File: config.mk
export PLATFORM = sky130hd
export DESIGN_NAME = aexm_dmif
export DESIGN_NICKNAME = d
export VERILOG_FILES = /design/src/rtl/aexm_dmif.sv
export SDC_FILE = /design/constraint.sdc
export NUM_CORES = 1
export LEC_CHECK = 0
export BUFFER_PORTS_ARGS = -buffer_cell sky130_fd_sc_hd__buf_2
export CAP_MARGIN = 40
export CORE_MARGIN = 1.5
export CORE_UTILIZATION = 46
export DETAILED_ROUTE_END_ITERATION = 7
export PLACE_DENSITY = 0.87
export SLEW_MARGIN = 10
export SYNTH_ARGS = -nofsm -noshare
export SYNTH_HDL_FRONTEND = slang
export SYNTH_SLANG_ARGS = --single-unit
File: constraint.sdc
create_clock -name gclk -period 1.45 [get_ports gclk]
set_input_delay 0 -clock gclk [delete_from_list [all_inputs] [get_ports gclk]]
set_output_delay 0 -clock gclk [all_outputs]
set_load 0.005 [all_outputs]
File: src/rtl/aexm_dmif.sv
// Data-memory interface: accepts one load/store per pipeline advance and runs the
// dcache req/ack handshake. Optional bus timeout is enabled by AEXM_DMIF_TIMEOUT_EN.
module aexm_dmif #(
    parameter int AW = 32
`ifdef AEXM_DMIF_TIMEOUT_EN
    ,
    parameter int TIMEOUT = 255
`endif
) (
    input  logic          gclk,
    input  logic          grst,
    input  logic          ld_req,
    input  logic          st_req,
    input  logic [AW-1:0] addr,
    input  logic [1:0]    size,
    input  logic [31:0]   st_data,
    output logic [3:0]    dwbsel,
    output logic [31:0]   ld_data,
    output logic          x_en,
    output logic          dc_en,
    output logic          dc_we,
    output logic [AW-3:0] dc_addr,
    output logic [3:0]    dc_sel,
    output logic [31:0]   dc_wdata,
    input  logic          dc_ack,
    input  logic [31:0]   dc_rdata,
    output logic          mis_err,
    output logic          bus_err
);

    typedef enum logic [1:0] {
        S_IDLE = 2'd0,
        S_BUSY = 2'd1,
        S_DONE = 2'd2
    } state_t;

    state_t        state_q, state_d;
    logic          dc_en_q, dc_en_d;
    logic          dc_we_q, dc_we_d;
    logic [AW-3:0] dc_addr_q, dc_addr_d;
    logic [31:0]   dc_wdata_q, dc_wdata_d;
    logic [3:0]    dwbsel_q, dwbsel_d;
    logic [31:0]   ld_data_q, ld_data_d;
    logic          mis_err_q, mis_err_d;
    logic          bus_err_q, bus_err_d;

`ifdef AEXM_DMIF_TIMEOUT_EN
    localparam logic [7:0] TO_LAST = 8'(TIMEOUT - 1);
    logic [7:0] cnt_q, cnt_d;
`endif

    logic [3:0] byte_sel;
    logic [3:0] lane_sel;
    logic       misaligned;
    logic       req_any;

    // Big-endian byte lanes: byte offset 0 is the most significant lane.
    for (genvar gi = 0; gi < 4; gi++) begin : g_byte_lane
        assign byte_sel[gi] = (addr[1:0] == 2'(3 - gi));
    end

    always_comb begin
        lane_sel   = 4'hF;
        misaligned = 1'b0;
        case (size)
            2'd0: lane_sel = byte_sel;
            2'd1: begin
                lane_sel   = addr[1] ? 4'h3 : 4'hC;
                misaligned = addr[0];
            end
            2'd2: begin
                lane_sel   = 4'hF;
                misaligned = (addr[1:0] != 2'b00);
            end
            default: misaligned = 1'b1;
        endcase
    end

    assign req_any = ld_req | st_req;

    always_comb begin
        state_d    = state_q;
        dc_en_d    = dc_en_q;
        dc_we_d    = dc_we_q;
        dc_addr_d  = dc_addr_q;
        dc_wdata_d = dc_wdata_q;
        dwbsel_d   = dwbsel_q;
        ld_data_d  = ld_data_q;
        mis_err_d  = 1'b0;
        bus_err_d  = 1'b0;
`ifdef AEXM_DMIF_TIMEOUT_EN
        cnt_d      = cnt_q;
`endif
        case (state_q)
            S_BUSY: begin
                if (dc_ack) begin
                    state_d = S_DONE;
                    dc_en_d = 1'b0;
                    if (!dc_we_q) begin
                        ld_data_d = dc_rdata;
                    end
                end
`ifdef AEXM_DMIF_TIMEOUT_EN
                else if (cnt_q == TO_LAST) begin
                    state_d   = S_DONE;
                    dc_en_d   = 1'b0;
                    ld_data_d = 32'hFFFF_FFFF;
                    bus_err_d = 1'b1;
                end else begin
                    cnt_d = cnt_q + 8'd1;
                end
`endif
            end
            default: begin
                // IDLE and DONE both accept, which allows back-to-back accesses.
                state_d = S_IDLE;
                if (req_any) begin
                    if (misaligned) begin
                        mis_err_d = 1'b1;
                    end else begin
                        state_d    = S_BUSY;
                        dc_en_d    = 1'b1;
                        dc_we_d    = st_req;
                        dc_addr_d  = addr[AW-1:2];
                        dc_wdata_d = st_data;
                        dwbsel_d   = lane_sel;
`ifdef AEXM_DMIF_TIMEOUT_EN
                        cnt_d      = 8'd0;
`endif
                    end
                end
            end
        endcase
    end

    always_ff @(posedge gclk) begin
        if (grst) begin
            state_q    <= S_IDLE;
            dc_en_q    <= 1'b0;
            dc_we_q    <= 1'b0;
            dc_addr_q  <= '0;
            dc_wdata_q <= 32'h0;
            dwbsel_q   <= 4'hF;
            ld_data_q  <= 32'h0;
            mis_err_q  <= 1'b0;
            bus_err_q  <= 1'b0;
`ifdef AEXM_DMIF_TIMEOUT_EN
            cnt_q      <= 8'd0;
`endif
        end else begin
            state_q    <= state_d;
            dc_en_q    <= dc_en_d;
            dc_we_q    <= dc_we_d;
            dc_addr_q  <= dc_addr_d;
            dc_wdata_q <= dc_wdata_d;
            dwbsel_q   <= dwbsel_d;
            ld_data_q  <= ld_data_d;
            mis_err_q  <= mis_err_d;
            bus_err_q  <= bus_err_d;
`ifdef AEXM_DMIF_TIMEOUT_EN
            cnt_q      <= cnt_d;
`endif
        end
    end

    assign x_en     = (state_q != S_BUSY);
    assign dc_en    = dc_en_q;
    assign dc_we    = dc_we_q;
    assign dc_addr  = dc_addr_q;
    assign dc_sel   = dwbsel_q;
    assign dc_wdata = dc_wdata_q;
    assign dwbsel   = dwbsel_q;
    assign ld_data  = ld_data_q;
    assign mis_err  = mis_err_q;
    assign bus_err  = bus_err_q;

endmodule

# == Word-level counts from Yosys, hierarchy flattened ==
# Index checks and enable logic that the tools add are counted.
# op_classes
n_eq_ne,9
muxes,12
bitwise_logic,5
n_reduce_logical,8
# ops
cell,count
AND reduction 3 bit,3
one-hot mux 4 bit (2 select lines),1
2-to-1 mux 1 bit,7
"equality test 2 x 1 -> 1 bit, second input constant",3
"equality test 2 bit, second input constant",3
zero test 2 bit,2
2-to-1 mux 2 bit,2
2-to-1 mux 4 bit,1
"!= test 2 x 1 -> 1 bit, second input constant",2
inverter 1 bit,4
nonzero test 2 bit,2
one-hot mux 1 bit (3 select lines),1
OR reduction 3 bit,1
"!= test 2 bit, second input constant",1
bitwise OR 1 bit,1
# totals
reg_bits,103
wordCells,42

# == Longest topological paths before layout ==
# Gate-level depths: netlist of run 1.
# logic_depth
word_depth,5
ltp_mapped,5
depth_no_buf,3

# == Worst setup path after synthesis of run 1 ==
# OpenSTA, ideal clock, no wires.
# synth_timing
kind,reg2reg
startpoint,register state_q[1]
endpoint,register dc_addr_q[10] (netlist: dc_addr[10])
setup_ns,0.072
arrival_time_ns,1.163
setup_slack_ns,0.216
path_stages_with_launch,6
n_path_buf,2
synth_period_minus_slack_ns,1.234
cell_sequence,dfxtp_1 > nand2b_1 > o221a_4 > buf_12 > buf_12 > mux2i_1
# synth_between
elab_chain_cells,3
# synth_lines
element,line_no,rtl
"start, declared",37,"state_t state_q, state_d;"
"start signal, assigned",151,state_q <= state_d;
equality test 2 x 1 -> 1 bit,94,case (state_q)
inverter 1 bit (no source line),n/a,
AND reduction 3 bit (no source line),n/a,
"end signal, assigned",154,dc_addr_q <= dc_addr_d;
"end, declared",40,"logic [AW-3:0] dc_addr_q, dc_addr_d;"
# No other way between the ends.
# A chain may end at the register's enable or synchronous reset.

# == Worst setup path after layout of run 1 ==
# layout_timing
startpoint,input size[1]
endpoint,register dc_addr_q[28] (netlist: dc_addr[28])
# layout_between
elab_chain_cells,4
word_cells_on_any_way,6
classes_between,2 x eq/ne; 1 x mux; 1 x bitwise; 2 x reduce/logical
# layout_lines
element,line_no,rtl
"start, declared",15,"input logic [1:0] size,"
"equality test 2 bit, or another cell as far along",65,case (size)
one-hot mux 1 bit (3 select lines) *,65,
inverter 1 bit (no source line) *,n/a,
AND reduction 3 bit (no source line) *,n/a,
# Mark *: on every way between the ends. The rest lies on a longest branch, timed or not.

==> results.json, run 1 <==
{
  "status": "finished, final reports clean",
  "ctsLongestPathBuffers": 2,
  "seqCellArea_mm2": 0.002062,
  "finalWirelength_um": 12850,
  "min_to": "dc_sel[1]$_SDFFE_PP1P_",
  "setup_slack_ns": 0.09616,
  "rows": 35,
  "yosysTopAreaCell": "dfxtp_1",
  "p_per_area_mw_per_mm2": 887.6,
  "hpwl_um": 7186,
  "hp-start": "addr[1]",
  "antenna_found_initial": 0,
  "r2r_setup_slack_ns": 0.14,
  "dpl_worst_slack_ns": 0.1085,
  "drive_above_1_share_pct": 31.96,
  "vias": 4187,
  "drt-initial-drc-count": 98,
  "p_leak_nw": 3.021,
  "cts_tree": "built",
  "core_area_mm2": 0.009284,
  "syn_avg_cell_area_um2": 9.624,
  "synth_edf_count": 0,
  "syn_to_final_growth_pct": 51.04,
  "wire_per_inst_um": 14.60,
  "rr_endpoint": "dc_addr[28]$_SDFFE_PP0P_",
  "clock_latency_ns": 0.35,
  "place.port_buffers": 208,
  "finalHoldViolations": 0,
  "grt_pass1_wl_um": 19550,
  "cp-start-kind": "primary input",
  "path_cells": "dlygate4sd3_1 -> buf_2 -> a21oi_2 -> o221a_4 -> buf_12 -> mux2i_1",
  "skew_ns": 0.01145,
  "cts.sinks": 103,
  "setup_viol": 0,
  "grt_pass1_vias": 4243,
  "fin_crit_sh_pct": 93.37,
  "synth_common_cells": "127 x nand2b_1, 103 x dfxtp_1, 67 x mux2i_1, 65 x nand2_1, 34 x a21oi_1",
  "yosys-top-cells-area": "dfxtp_1 47%, nand2b_1 18%, mux2i_1 15%, nand2_1 5.5%, a21oi_1 3.9%",
  "worstPathArrival_ns": 1.62,
  "multiInputGateArea_mm2": 0.002057,
  "routed_via_density": 4.758,
  "dr.pass1.iters": 6,
  "synth_top_area_share_pct": 46.78,
  "ioPinCount": 210,
  "cts_buffers": 9,
  "min_delay_path_depth": 3,
  "tns_ns": 0,
  "max_freq_mhz": 738.6,
  "initial_core_util_pct": 47.48,
  "cts-root-buf": "clkbuf_8",
  "gp_congestion": 0.7695,
  "remaining_drc_errors": 0,
  "yosys_warnings": 0,
  "path_clk_slew_ns": 0.10,
  "critPathKind": "in -> reg",
  "die_x_um": 100.9,
  "synth_cells": 458,
  "cp_max_fo": 16,
  "synth_nets": 561,
  "grt_max_degree": 89,
  "irDropWorstVdd_mv": 0.5616,
  "worstRegToRegCells": 4,
  "ys_seq_area_share_pct": 46.78,
  "cp-end-kind": "flip-flop",
  "detail-route-antenna-nets": 0,
  "r2r_start": "state_q[1]$_SDFFE_PP0P_",
  "fin_crit_ns": 1.354,
  "synth_ff_type": "dfxtp_1",
  "die_y_um": 100.9,
  "cpMaxStageDelayCell": "dlygate4sd3_1",
  "hp-class": "in -> reg",
  "ys_seq_elements": 103,
  "synth_area_mm2": 0.004408,
  "dieArea_mm2": 0.01018,
  "fill_cells": 630,
  "antenna_cells": 0,
  "rsz0062_at_grt": "false",
  "maxCapViolations": 0,
  "slew_viol_final": 0,
  "slowest_delay_ns": 0.54,
  "overflow": 0,
  "critPathRequiredTime_ns": 1.71,
  "grt_usage_pct": 24.09,
  "synth.distinct_cells": 24,
  "final_nets": 849,
  "htreeDepth": 3,
  "yosysMostFrequentCell": "nand2b_1",
  "synthArstFlopShare_pct": 0
}
## state kept, by name (all words and copies together) (netlist names)
| name | cells |
|---|---|
| dc_addr | 30 |
| dc_en | 1 |
| dc_sel | 4 |
| dc_wdata | 32 |
| dc_we | 1 |
| ld_data | 32 |
| mis_err | 1 |
| state_q | 2 |
## cell type report
cell class	count	share of cell area, %
timing repair buffer	316	33.00
sequential	103	30.97
multi-input combinational	315	30.90
tap	129	2.424
clock buffer	12	2.180
clock inverter	4	0.4698
inverter	1	0.05638
## cells in the final DEF (no fill, tap or decap)
cell and instances:
a211oi_1 4, a21oi_1 34, a21oi_2 1, and4bb_2 1, buf_12 5, buf_2 207, buf_4 4, clkbuf_1 2
clkbuf_16 2, clkbuf_8 10, clkinv_4 1, clkinvlp_4 3, conb_1 1, dfxtp_1 103, dlygate4sd3_1 98, inv_1 1
mux2i_1 67, nand2_1 65, nand2b_1 126, nand2b_2 1, nand3b_1 1, nand4bb_1 1, nor2_1 5, nor3_4 1
nor4_1 1, o21ai_0 1, o221a_4 1, o221ai_2 1, or2_2 2, or2b_1 1
## layer usage
layer / wire length [µm] / vias up / share of wire, % / GRT usage (%)
met5: 0 / - / 0 / 0
met4: 418 / 0 / 3.3 / 10.15
met1: 5170 / 1909 / 40 / 26.68
met2: 6234 / 190 / 49 / 42.46
met3: 1028 / 42 / 8.0 / 7.698
li1: - / 2046 / - / -
## worst max-delay path by stage
stage | depth (start not counted) | endpoint | slack [ns] | start
final | 6 | dc_addr[28]$_SDFFE_PP0P_ | 0.1 | size[1]
after CTS | 4 | dc_addr[0]$_SDFFE_PP0P_ | 0.08 | state_q[1]$_SDFFE_PP0P_
after floorplan | 5 | dc_addr[10]$_SDFFE_PP0P_ | 0.22 | state_q[1]$_SDFFE_PP0P_
after global placement | 4 | dc_wdata[1]$_SDFFE_PP0P_ | 0.18 | state_q[1]$_SDFFE_PP0P_
after global routing | 6 | dc_addr[28]$_SDFFE_PP0P_ | 0.02 | size[1]
after detailed placement | 4 | dc_wdata[21]$_SDFFE_PP0P_ | 0.11 | state_q[1]$_SDFFE_PP0P_
## metrics by stage
step	instance area [µm²]	hold WS (ns)	util [%]	instances	power, mW
detailed placement	5448	0.2455	58.68	764	4.065
global placement	5448	0.2401	58.68	764	4.027
global route	6658	0.01240	71.71	880	6.195
CTS	6605	0.004679	71.15	878	5.884
floorplan	4408	0.1360	-	458	3.714
finish	6658	0.01892	71.71	880	5.909
## worst max-delay path: cells and delay by family
family / cells / cell delay (ns)
muxes: 1 / 0.22
buffers and inverters: 3 / 0.89
AOI/OAI and AO/OA: 2 / 0.49
## logic make-up after synthesis
| logic type | Yosys count | synth area share [%] |
|---|---|---|
| AO/OA/AOI/OAI | 42 | 5.648 |
| flip-flops | 103 | 46.78 |
| AND/OR/NAND/NOR | 205 | 25.66 |
| other | 1 | 0.08507 |
| buffers and inverters | 40 | 6.613 |
| multiplexers | 67 | 15.21 |
## timing repair
item	in CTS	in global routing
endpoints found under the setup margin	0	13
buffers inserted	0	0
hold buffers	98	0
hold endpoints to repair	101	0
gates resized for setup	0	1
## report_power, final
group / leakage, nW / total [mW] / internal, mW / switching (mW)
clock network: 0.0788 / 1.64 / 0.677 / 0.960
logic: 2.10 / 1.18 / 0.681 / 0.496
registers: 0.841 / 3.10 / 3.00 / 0.0945
Note: power is estimated with default switching activity, not from simulation.
==> run 2: changes to the inputs <==
--- a/config.mk
+++ b/config.mk
@@ -10,7 +10,8 @@
 export CORE_MARGIN = 1.5
 export CORE_UTILIZATION = 46
 export DETAILED_ROUTE_END_ITERATION = 7
-export PLACE_DENSITY = 0.87
+export PLACE_DENSITY = 0.86
+export RECOVER_POWER = 100
 export SLEW_MARGIN = 10
 export SYNTH_ARGS = -nofsm -noshare
 export SYNTH_HDL_FRONTEND = slang
==> run 2 against run 1 <==
Register-to-register slack lost 0.02 ns. Clock-buffer cell count did not move. Largest cell class unchanged. Global-route usage increased by 0.81 points.
==> results.json, run 2 (same netlist as run 1, synthesis figures left out) <==
{
  "status": "finished, final reports clean",
  "cpMaxStageDelayCell": "dlygate4sd3_1",
  "core_area_mm2": 0.009284,
  "place.port_buffers": 208,
  "dieArea_mm2": 0.01018,
  "hp-class": "in -> reg",
  "max_freq_mhz": 730.0,
  "cts_buffers": 9,
  "grt_pass1_wl_um": 20140,
  "skew_ns": 0.01152,
  "cts.sinks": 103,
  "cts_tree": "built",
  "syn_to_final_growth_pct": 48.74,
  "dpl_worst_slack_ns": 0.1341,
  "finalWirelength_um": 13110,
  "detail-route-antenna-nets": 0,
  "die_y_um": 100.9,
  "vias": 4240,
  "fin_crit_ns": 1.370,
  "final_nets": 850,
  "most-common-layout-cells": "132 x buf_2, 127 x nand2b_1, 103 x dfxtp_1",
  "fin_crit_sh_pct": 94.47,
  "clock_latency_ns": 0.35,
  "tns_ns": 0,
  "grt_max_degree": 80,
  "path_clk_slew_ns": 0.11,
  "post_cts_buffers": 0,
  "drive_above_1_share_pct": 21.81,
  "utilization_pct": 70.62,
  "antenna_found_initial": 0,
  "slowest_delay_ns": 0.53,
  "ioPinCount": 210,
  "rsz0062_at_grt": "false",
  "maxCapViolations": 0,
  "gp_congestion": 0.7537,
  "p_per_area_mw_per_mm2": 922.1,
  "drt-initial-drc-count": 87,
  "cp-end-kind": "flip-flop",
  "grt_usage_pct": 24.89,
  "irDropWorstVdd_mv": 0.4629,
  "r2r_setup_slack_ns": 0.12,
  "cp-start-kind": "primary input",
  "grt_pass1_vias": 4383,
  "initial_core_util_pct": 47.48,
  "ctsLongestPathBuffers": 2,
  "final_common_cell": "buf_2",
  "setup_viol": 0,
  "finalHoldViolations": 0,
  "critPathKind": "in -> reg",
  "overflow": 0,
  "cts-root-buf": "clkbuf_8",
  "critPathRequiredTime_ns": 1.71,
  "die_x_um": 100.9,
  "hpwl_um": 7627,
  "cts-resized-gates": 0,
  "path_cells": "dlygate4sd3_1 -> buf_2 -> a21oi_2 -> o221a_4 -> buf_4 -> mux2i_1",
  "p_leak_nw": 2.736,
  "routed_via_density": 4.807,
  "setup_slack_ns": 0.08018,
  "dr.pass1.iters": 4,
  "slew_viol_final": 0,
  "rows": 35,
  "htreeDepth": 3,
  "cp_max_fo": 9,
  "worstPathArrival_ns": 1.63,
  "remaining_drc_errors": 0,
  "wire_per_inst_um": 14.87
}
-- run 2: cell types whose count changed in the layout (fill, tap and decap cells not counted), sizes merged --
cell / delta
clkbuf: +73
diode: +1
bufinv: +1
buf: -72
clkinv: +1
clkinvlp: -2
-- run 2: layout make-up --
type | count | area, µm²
clock buffers | 12 | 145.1
flip-flops and latches | 103 | 2062
multi-input cells | 315 | 2054
clock inverters | 4 | 55.05
diodes | 1 | 2.502
fillers | 717 | 2728
well taps | 129 | 161.4
inverters | 1 | 3.754
repair buffers | 317 | 2072
-- run 2: routing by layer --
metal | global-route usage, % | vias to the layer above | wire length (µm)
met3 | 7.628 | 33 | 1136
met4 | 11.86 | 0 | 343
met1 | 25.99 | 1964 | 5032
met5 | 0 | - | 0
met2 | 45.37 | 196 | 6601
li1 | - | 2047 | -
-- run 2: critical path: cells and delay by family --
| kind | cells | cell delay (ns) |
|---|---|---|
| buffers and inverters | 3 | 0.92 |
| muxes | 1 | 0.22 |
| AOI/OAI and AO/OA | 2 | 0.49 |
-- run 2: through the flow --
| step | area [µm²] | hold WS (ns) | cells | power [mW] |
|---|---|---|---|---|
| 3_3_place_gp | 5470 | 0.2394 | 767 | 4.047 |
| 5_1_grt | 6554 | 0.01522 | 881 | 6.321 |
| 3_5_place_dp | 5470 | 0.2456 | 767 | 4.087 |
| 2_1_floorplan | 4408 | 0.1360 | 458 | 3.714 |
| 4_1_cts | 6651 | 0.004459 | 881 | 6.097 |
| 6_report | 6556 | 0.01858 | 882 | 6.046 |
-- run 2: timing repair --
item,4_1_cts,5_1_grt
hold buffers,98,0
endpoints found under the setup margin,0,0
endpoints found under the hold margin,101,0
-- run 2: path summary, 6_finish.rpt --
check | startpoint | endpoint | cells after the start
max reg2reg | state_q[1]$_SDFFE_PP0P_ | dc_wdata[23]$_SDFFE_PP0P_ | 4
max | size[1] | dc_wdata[23]$_SDFFE_PP0P_ | 6
min reg2reg | ld_data[24]$_SDFFE_PP0P_ | ld_data[24]$_SDFFE_PP0P_ | 2
min | addr[1] | dc_sel[0]$_SDFFE_PP1P_ | 3
-- run 2: report_power, final --
part           switching, mW  total [mW]  internal [mW]
Clock                  0.961        1.82          0.855
Sequential            0.0990        3.10           3.00
Combinational          0.494        1.13          0.635
==> run 3: changes to the inputs <==
--- a/config.mk
+++ b/config.mk
@@ -10,6 +10,7 @@
 export CORE_MARGIN = 1.5
 export CORE_UTILIZATION = 46
 export DETAILED_ROUTE_END_ITERATION = 7
+export GPL_ROUTABILITY_DRIVEN = 0
 export PLACE_DENSITY = 0.86
 export RECOVER_POWER = 100
 export SLEW_MARGIN = 10
==> constraint.sdc (replaced) <==
create_clock -name gclk -period 1.45 [get_ports gclk]
set_input_delay 0.0725 -clock gclk [delete_from_list [all_inputs] [get_ports gclk]]
set_output_delay 0.0725 -clock gclk [all_outputs]
set_load 0.005 [all_outputs]
==> run 3 against run 2 <==
Non-clock buffer count down 8. Register-to-register slack worse by 0.02 ns. Sequential share of layout area up 0.59 points. Largest power group unchanged. Clock skew down 0.0018 ns. Critical endpoint is now dc_wdata[22]$_SDFFE_PP0P_. Critical path depth down 2. Flip-flop and latch count unchanged. Final area down 1.8%. Power down 2.6%. Highest routed layer unchanged. Fmax up 1.3%. Final cell count down 1.1%. Setup slack better by 0.017 ns. Via count down 0.99%.
==> results.json, run 3 (same netlist as run 1, synthesis figures left out) <==
{
  "status": "finished, final reports clean",
  "cts-root-buf": "clkbuf_8",
  "fin_crit_sh_pct": 93.30,
  "die_y_um": 100.9,
  "grt_max_degree": 80,
  "r2r_start": "state_q[1]$_SDFFE_PP0P_",
  "min_to": "dc_addr[27]$_SDFFE_PP0P_",
  "worstPathArrival_ns": 1.62,
  "cp-start-kind": "flip-flop",
  "path_cells": "nand2b_1 -> o221a_4 -> clkbuf_4 -> mux2i_1",
  "grt_pass1_wl_um": 19790,
  "worstRegToRegCells": 4,
  "rr_endpoint": "dc_wdata[22]$_SDFFE_PP0P_",
  "remaining_drc_errors": 0,
  "maxCapViolations": 0,
  "core_area_mm2": 0.009284,
  "ctsLongestPathBuffers": 2,
  "finalHoldViolations": 0,
  "initial_core_util_pct": 47.48,
  "irDropWorstVdd_mv": 0.5440,
  "finalWirelength_um": 12480,
  "syn_to_final_growth_pct": 46.01,
  "dieArea_mm2": 0.01018,
  "antenna_cells": 0,
  "rsz0062_at_grt": "false",
  "cts-resized-gates": 0,
  "slowest_delay_ns": 0.37,
  "post_cts_buffers": 0,
  "final_common_cell": "buf_2",
  "path_clk_slew_ns": 0.09,
  "final_nets": 842,
  "grt_pass1_vias": 4289,
  "clock_latency_ns": 0.34,
  "drt-initial-drc-count": 144,
  "r2r_setup_slack_ns": 0.1,
  "routed_via_density": 4.814,
  "ctsHoldBuffers": 90,
  "critPathKind": "reg -> reg",
  "place.port_buffers": 208,
  "vias": 4198,
  "most-common-layout-cells": "141 x buf_2, 127 x nand2b_1, 103 x dfxtp_1",
  "cp-end-kind": "flip-flop",
  "antenna_found_initial": 0,
  "placed_area_mm2": 0.005470,
  "critPathRequiredTime_ns": 1.71,
  "ioPinCount": 210,
  "fin_crit_ns": 1.353,
  "wire_per_inst_um": 14.31,
  "hpwl_um": 7472,
  "setup_viol": 0,
  "max_freq_mhz": 739.2,
  "hp-class": "in -> reg",
  "detail-route-antenna-nets": 0,
  "cp_max_fo": 13,
  "drive_above_1_share_pct": 23.15,
  "dr.pass1.iters": 4,
  "p_per_area_mw_per_mm2": 914.5,
  "die_x_um": 100.9,
  "design_area_mm2": 0.006436,
  "min_delay_path_depth": 3,
  "utilization_pct": 69.33,
  "hp-start": "addr[29]",
  "rows": 35,
  "slew_viol_final": 0,
  "cpMaxStageDelayCell": "dfxtp_1",
  "overflow": 0,
  "skew_ns": 0.009747,
  "htreeDepth": 3,
  "tns_ns": 0,
  "cts.sinks": 103,
  "p_leak_nw": 2.722,
  "fill_cells": 702,
  "cts_tree": "built",
  "grt_usage_pct": 24.25,
  "cts_buffers": 9
}
[run 3: changes by cell type in the layout (fill, tap and decap cells not counted), sizes merged]
cell         change
clkbuf           -5
dlygate4sd3      -8
buf              +4
diode            -1
[run 3: worst max path at each step]
stage / startpoint / to / cells past startpoint / slack [ns]
after floorplan: state_q[1]$_SDFFE_PP0P_ / dc_addr[10]$_SDFFE_PP0P_ / 5 / 0.22
after global placement: size[0] / dc_addr[8]$_SDFFE_PP0P_ / 5 / 0.20
after detailed placement: size[0] / dc_addr[6]$_SDFFE_PP0P_ / 5 / 0.11
after CTS: state_q[1]$_SDFFE_PP0P_ / dc_wdata[4]$_SDFFE_PP0P_ / 4 / 0.13
after global routing: state_q[1]$_SDFFE_PP0P_ / dc_wdata[22]$_SDFFE_PP0P_ / 4 / 0.03
final: state_q[1]$_SDFFE_PP0P_ / dc_wdata[22]$_SDFFE_PP0P_ / 4 / 0.1
[run 3: where the power goes]
| group | total (mW) | internal, mW | leakage [nW] | switching (mW) |
|---|---|---|---|---|
| clock network | 1.70 | 0.787 | 0.0892 | 0.909 |
| registers | 3.10 | 3.00 | 0.841 | 0.0976 |
| logic | 1.09 | 0.610 | 1.79 | 0.482 |
| total | 5.89 | 4.40 | 2.72 | 1.49 |
[run 3: per-layer routing]
layer  track usage [%]  wire length (µm)  vias to the layer above
met5                 0                 0                        -
met4             8.226               212                        0
met3             8.877              1207                       26
met2             42.88              6193                      205
met1             26.86              4865                     1937
li1                  -                 -                     2030
[run 3: area by class of cell]
cell class	instances	area [µm²]	area share [%]
clock buffers	11	131.4	2.041
repair buffers	309	1976	30.70
flip-flops and latches	103	2062	32.04
inverters	1	3.754	0.05832
clock inverters	4	47.55	0.7387
multi-input cells	315	2054	31.92
well taps	129	161.4	2.508
[run 3: critical path, delay by kind of cell (launching register included)]
kind | cells | cell delay (ns)
buffers and inverters | 1 | 0.29
DFF | 1 | 0.37
muxes | 1 | 0.26
and+or+nand+nor | 1 | 0.14
AOI/OAI and AO/OA | 1 | 0.22
[run 3: stage by stage]
stage / hold slack, ns / worst slack, ns / cells / total power, mW
after detailed placement: 0.3183 / 0.1144 / 767 / 4.083
after global placement: 0.3125 / 0.1998 / 767 / 4.047
after global routing: 0.008082 / 0.02926 / 872 / 6.184
after floorplan: 0.2085 / 0.2156 / 458 / 3.714
after CTS: 0.01057 / 0.1339 / 872 / 5.963
final: 0.02889 / 0.09712 / 872 / 5.886
